$ cat config.mk
export PLATFORM = sky130hd
export DESIGN_NAME = pipeline_interlock_flat
export DESIGN_NICKNAME = d
export VERILOG_FILES = /design/src/rtl/pipeline_interlock_if.sv /design/src/rtl/pipeline_interlock.sv /design/src/flat_wrapper.sv
export SDC_FILE = /design/constraint.sdc
export NUM_CORES = 1
export LEC_CHECK = 0
export CORE_MARGIN = 3
export CORE_UTILIZATION = 49
export CTS_CLUSTER_DIAMETER = 80
export DETAILED_ROUTE_END_ITERATION = 16
export HOLD_SLACK_MARGIN = 0.15
export PLACE_DENSITY = 0.88
export SLEW_MARGIN = 25
export SYNTH_ARGS = -nofsm -noshare
export SYNTH_HDL_FRONTEND = slang
export SYNTH_SLANG_ARGS = --single-unit
$ cat constraint.sdc
create_clock -name clk -period 4.93 [get_ports clk]
set_input_delay 1.479 -clock clk [delete_from_list [all_inputs] [get_ports clk]]
set_output_delay 1.479 -clock clk [all_outputs]
set_load 0.01 [all_outputs]
$ cat src/rtl/pipeline_interlock_if.sv
// Decode-stage hazard interface: instruction fields in, issue/stall decision and scoreboard status out.
interface pipeline_interlock_if #(
    parameter int unsigned RAW   = 3,
    parameter int unsigned CNT_W = 16
);
    logic                  id_valid;
    logic [RAW-1:0]        AA;
    logic [RAW-1:0]        BA;
    logic [RAW-1:0]        DA;
    logic                  MA;
    logic                  MB;
    logic                  RW;
    logic                  flush;
    logic                  issue;
    logic                  stall;
    logic                  bubble;
    logic [(2**RAW)-1:0]   busy_mask;
    logic [CNT_W-1:0]      stall_cnt;

    modport master (
        output id_valid, AA, BA, DA, MA, MB, RW, flush,
        input  issue, stall, bubble, busy_mask, stall_cnt
    );

    modport slave (
        input  id_valid, AA, BA, DA, MA, MB, RW, flush,
        output issue, stall, bubble, busy_mask, stall_cnt
    );
endinterface

$ cat src/rtl/pipeline_interlock.sv
// RAW-hazard interlock: scoreboard of in-flight destinations (EX..WB), issue/stall decision,
// bubble injection and a saturating stall-cycle counter.
module pipeline_interlock #(
    parameter int unsigned DEPTH     = 2,
    parameter int unsigned RAW       = 3,
    parameter int unsigned CNT_W     = 16,
    parameter bit          BYPASS_WB = 1'b0
) (
    input  logic                clk,
    input  logic                rst_n,
    pipeline_interlock_if.slave bus
);
    localparam int unsigned NREG = 2 ** RAW;
    // With a write-through register file the WB slot needs no interlock.
    localparam logic [DEPTH-1:0] CHK_MASK = BYPASS_WB ?
        DEPTH'((33'd1 << (DEPTH - 1)) - 33'd1) : {DEPTH{1'b1}};

    logic [DEPTH-1:0]          slot_v_q, slot_v_d;
    logic [DEPTH-1:0][RAW-1:0] slot_dest_q, slot_dest_d;
    logic [CNT_W-1:0]          stall_cnt_q, stall_cnt_d;

    logic             haz_a_c, haz_b_c;
    logic             stall_c, issue_c;
    logic [DEPTH-1:0] chk_v_c;
    logic [NREG-1:0]  busy_c;

    // Source compare against older in-flight instructions only.
    always_comb begin
        haz_a_c = 1'b0;
        haz_b_c = 1'b0;
        chk_v_c = slot_v_q & CHK_MASK;
        for (int k = 0; k < int'(DEPTH); k++) begin
            if (chk_v_c[k] && (slot_dest_q[k] == bus.AA)) haz_a_c = 1'b1;
            if (chk_v_c[k] && (slot_dest_q[k] == bus.BA)) haz_b_c = 1'b1;
        end
        haz_a_c = haz_a_c & ~bus.MA & (bus.AA != '0);
        haz_b_c = haz_b_c & ~bus.MB & (bus.BA != '0);
        stall_c = bus.id_valid & ~bus.flush & (haz_a_c | haz_b_c);
        issue_c = bus.id_valid & ~bus.flush & ~stall_c;
    end

    // Scoreboard shift and stall counter next state.
    always_comb begin
        slot_v_d    = '0;
        slot_dest_d = '0;
        stall_cnt_d = stall_cnt_q;
        if (!bus.flush) begin
            for (int i = 1; i < int'(DEPTH); i++) begin
                slot_v_d[i]    = slot_v_q[i-1];
                slot_dest_d[i] = slot_dest_q[i-1];
            end
            slot_v_d[0]    = issue_c & bus.RW & (bus.DA != '0);
            slot_dest_d[0] = bus.DA;
        end
        if (stall_c && (stall_cnt_q != {CNT_W{1'b1}})) begin
            stall_cnt_d = stall_cnt_q + CNT_W'(1);
        end
    end

    // Pending-register mask over every valid slot, including WB.
    always_comb begin
        busy_c = '0;
        for (int i = 0; i < int'(DEPTH); i++) begin
            if (slot_v_q[i]) busy_c[slot_dest_q[i]] = 1'b1;
        end
    end

    always_ff @(posedge clk) begin
        if (!rst_n) begin
            slot_v_q    <= '0;
            slot_dest_q <= '0;
            stall_cnt_q <= '0;
        end else begin
            slot_v_q    <= slot_v_d;
            slot_dest_q <= slot_dest_d;
            stall_cnt_q <= stall_cnt_d;
        end
    end

    assign bus.issue     = issue_c;
    assign bus.stall     = stall_c;
    assign bus.bubble    = ~issue_c;
    assign bus.busy_mask = busy_c;
    assign bus.stall_cnt = stall_cnt_q;
endmodule
$ cat src/flat_wrapper.sv
// flat-port wrapper written by rule: the top's interface ports become plain ports
module pipeline_interlock_flat 
#(
    parameter int unsigned DEPTH     = 2,
    parameter int unsigned RAW       = 3,
    parameter int unsigned CNT_W     = 16,
    parameter bit          BYPASS_WB = 1'b0
)
  (clk, rst_n, bus_id_valid, bus_AA, bus_BA, bus_DA, bus_MA, bus_MB, bus_RW, bus_flush, bus_issue, bus_stall, bus_bubble, bus_busy_mask, bus_stall_cnt);
  pipeline_interlock_if #(.RAW(RAW), .CNT_W(CNT_W)) bus_i ();
  input  logic clk;
  input  logic rst_n;
  input wire logic [$bits(bus_i.id_valid)-1:0] bus_id_valid;
  input wire logic [$bits(bus_i.AA)-1:0] bus_AA;
  input wire logic [$bits(bus_i.BA)-1:0] bus_BA;
  input wire logic [$bits(bus_i.DA)-1:0] bus_DA;
  input wire logic [$bits(bus_i.MA)-1:0] bus_MA;
  input wire logic [$bits(bus_i.MB)-1:0] bus_MB;
  input wire logic [$bits(bus_i.RW)-1:0] bus_RW;
  input wire logic [$bits(bus_i.flush)-1:0] bus_flush;
  output wire logic [$bits(bus_i.issue)-1:0] bus_issue;
  output wire logic [$bits(bus_i.stall)-1:0] bus_stall;
  output wire logic [$bits(bus_i.bubble)-1:0] bus_bubble;
  output wire logic [$bits(bus_i.busy_mask)-1:0] bus_busy_mask;
  output wire logic [$bits(bus_i.stall_cnt)-1:0] bus_stall_cnt;
  assign bus_i.id_valid = bus_id_valid;
  assign bus_i.AA = bus_AA;
  assign bus_i.BA = bus_BA;
  assign bus_i.DA = bus_DA;
  assign bus_i.MA = bus_MA;
  assign bus_i.MB = bus_MB;
  assign bus_i.RW = bus_RW;
  assign bus_i.flush = bus_flush;
  assign bus_issue = bus_i.issue;
  assign bus_stall = bus_i.stall;
  assign bus_bubble = bus_i.bubble;
  assign bus_busy_mask = bus_i.busy_mask;
  assign bus_stall_cnt = bus_i.stall_cnt;
  pipeline_interlock #(.DEPTH(DEPTH), .RAW(RAW), .CNT_W(CNT_W), .BYPASS_WB(BYPASS_WB)) u_core (.clk(clk), .rst_n(rst_n), .bus(bus_i));
endmodule
==> impl_metrics.ini <==
[finish]
regArea_um2 = 480.5
final_cells = 232
fin_area_mm2 = 0.001859
multiInputGateArea_um2 = 834.6
nFillCells = 206
synthToLayoutAreaGrowth_pct = 37.08
diodes = 0
nNetsFinal = 220
drive_gt1_frac = 0.06436

[yosys]
synth.distinct_cells = 34
synthArstFlopShare = 0
ys_ff_latch = 24
synth_edf_count = 0
synth_seq_area_share = 0.3542
avgSynthCellArea_um2 = 8.424
syn_inst = 161
synth_area_mm2 = 0.001356
synthFlopType = dfxtp_1
syn_nets = 178
ys_warn_count = 0

[run]
max_cap_violations = 0

[floorplanning]
die_area_mm2 = 0.003435
std_cell_rows = 18
start_util = 0.5329
core-area_mm2 = 0.002545
die-height_um = 58.61
die_x_um = 58.61
ioPinCount = 43

[global_route]
grt_pass1_vias = 1259
track_usage = 0.2120
grt_pass1_wl_um = 5754
grt-ovfl-total = 0
grt_max_degree = 28
antenna_found_initial = 0

[placed_design]
hpwl_um = 2743
place_inst = 228
port_buffers = 42
postPlaceCellArea_mm2 = 0.001775
place_congestion = 0.8209
preCtsSetupSlack_ns = -0.02319

[setup_path]
critical-path-top-delay-family = buffers and inverters
crit_path_end_kind = output pin
crit_chain = dlygate4sd2_1, xnor2_1, nand4_1, a211oi_2, or3_2, inv_1, clkdlybuf4s50_1
path_class = in -> out
crit_path_start_kind = input pin
critPathBufInv = 3
path_depth = 7
slowest_stage = clkdlybuf4s50_1
max_stage_delay_ns = 0.53
cp_max_fo = 3
crit_required_ns = 3.45
r2r_cells = 7
arrival_ns = 3.28

[clock_tree]
cts_sinks = 24
numCtsBuffers = 3
htree_levels = 1
clockBufferDepth = 2
root_buffer = clkbuf_4
cts.clk_slew.worst_paths_ns = 0.13
post_cts_buffers = 0
cts_tree = built
clk_latency_ns = 0.31

[sta]
fin_crit_sh = 0.9647
slew_headroom = 0.3989
setup_slack_ns = 0.1741
rsz0062_at_grt = false
worst_slew_pin_slew_ns = 0.9007
drv_slew = 0
hold_viol_final = 0
period_needed_ns = 4.756
fin_skew_ns = 0.002237
finalSetupViolations = 0
clock.fmax_ghz = 0.2103

[route]
postRouteWirelength_um = 3669
drt_pre_antenna_iters = 4
vias = 1421
post_drt_wl_per_cell_um = 15.81
drc = 0
viasPerCell = 6.125
drtIter0Drc = 60
final_antenna_net_count = 0

[worst_hold_path]
hold_path_class = reg -> reg
hold_depth = 2

[status]
status = complete, no violations

[power_and_ir_drop]
leakage_nw = 0.6191
peakVddDrop_mv = 0.2914
p_per_area_mw_per_mm2 = 202.0
total_power_w = 0.0003756
[placed cells by master, fill, tap and decap left out, types with 2 or more instances in the layout]
cell type | netlist | routed
nand4_1 | 9 | 9
o21ai_0 | 2 | 2
a21oi_1 | 9 | 9
nand3_1 | 7 | 7
o31ai_1 | 8 | 8
and3_1 | 2 | 2
o211ai_1 | 3 | 3
clkdlybuf4s50_1 | 0 | 36
and2_1 | 7 | 7
mux2i_1 | 2 | 2
clkbuf_4 | 0 | 3
dlymetal6s2s_1 | 0 | 5
nand2_1 | 12 | 12
xnor2_1 | 12 | 12
nand2b_1 | 7 | 7
or3_1 | 5 | 5
a211oi_1 | 4 | 2
nor2_1 | 7 | 7
dfxtp_1 | 24 | 24
o22ai_1 | 6 | 6
inv_1 | 6 | 6
a211oi_2 | 0 | 2
o32ai_1 | 2 | 2
nor3_2 | 0 | 2
nor4_1 | 2 | 2
or4_1 | 10 | 10
[report_power, final]
part           leakage (nW)  internal, W  switching [W]
sequential            0.194     0.000196     0.00000312
clock                0.0279    0.0000822      0.0000588
combinational         0.397    0.0000201      0.0000158
total                 0.619     0.000298      0.0000778
[worst reg2reg max path, delay by kind of cell (launching register included)]
kind,cells,cell delay (ns)
simple gates,4,1.30
mux,1,0.27
fa+ha+maj,1,0.30
flops,1,0.47
compound gates,1,0.12
[cells in the mapped netlist, types with 7 or more instances]
cell	n	share of area
o31ai_1	8	0.044
nand2_1	12	0.033
nand2b_1	7	0.032
or4_1	10	0.055
nand4_1	9	0.042
nor2_1	7	0.019
a21oi_1	9	0.033
xnor2_1	12	0.077
nand3_1	7	0.026
and2_1	7	0.032
dfxtp_1	24	0.35
[per-stage QoR]
stage	utilization	setup TNS, ns	hold slack (ns)
2_1_floorplan	-	0	0.4944
3_3_place_gp	0.6976	0	0.4866
5_1_grt	0.7306	0	0.5455
4_1_cts	0.7178	0	0.5254
3_5_place_dp	0.6976	-0.02319	0.5063
6_report	0.7306	0	0.5172
[logic make-up (layout without fill, tap and decap cells)]
kind of cell | after synthesis | after routing | share of synthesized area
multiplexers | 2 | 2 | 0.01476
adder cells (fa/ha/maj) | 1 | 1 | 0.009224
AND/OR/NAND/NOR | 74 | 74 | 0.3136
AO/OA/AOI/OAI | 36 | 36 | 0.1790
flip-flops | 24 | 24 | 0.3542
XOR/XNOR | 13 | 13 | 0.08395
buffers and inverters | 11 | 52 | 0.04520
[state kept, by name, indices dropped and copies added, names as in the netlist]
signal / count
u_core.bus.stall_cnt: 16
u_core.slot_dest_q: 6
u_core.chk_v_c: 2
[path summary, 6_finish.rpt]
path                                             start                                    to  slack [ns]
setup / recovery                             bus_BA[0]                             bus_issue        0.17
hold / removal    u_core.bus.stall_cnt[9]$_SDFFE_PN0P_  u_core.bus.stall_cnt[9]$_SDFFE_PN0P_        0.52
setup reg to reg  u_core.bus.stall_cnt[0]$_SDFFE_PN0P_  u_core.bus.stall_cnt[1]$_SDFFE_PN0P_        2.36
hold reg to reg   u_core.bus.stall_cnt[9]$_SDFFE_PN0P_  u_core.bus.stall_cnt[9]$_SDFFE_PN0P_        0.52
[repair_timing]
action | 4_1_cts | 5_1_grt
hold buffers | 0 | 0
endpoints found under the setup margin | 1 | 3
pin swaps | 0 | 0
resized for setup | 1 | 9
[final cells by class]
type / count / share of cell area
tap: 30 / 0.02019
clock inverter: 1 / 0.01615
clock buffer: 3 / 0.01211
sequential: 24 / 0.2584
timing repair buffer: 42 / 0.2322
inverter: 6 / 0.01211
multi-input combinational: 126 / 0.4489
[routing by layer]
metal  track usage  wire [um]  up-vias
li1              -          -      693
met1        0.2764       1505      671
met2        0.3477       1910       51
met3       0.04386        195        6
met4       0.07443         58        0
met5             0          0        -
Note: power is estimated with default switching activity, not from simulation.
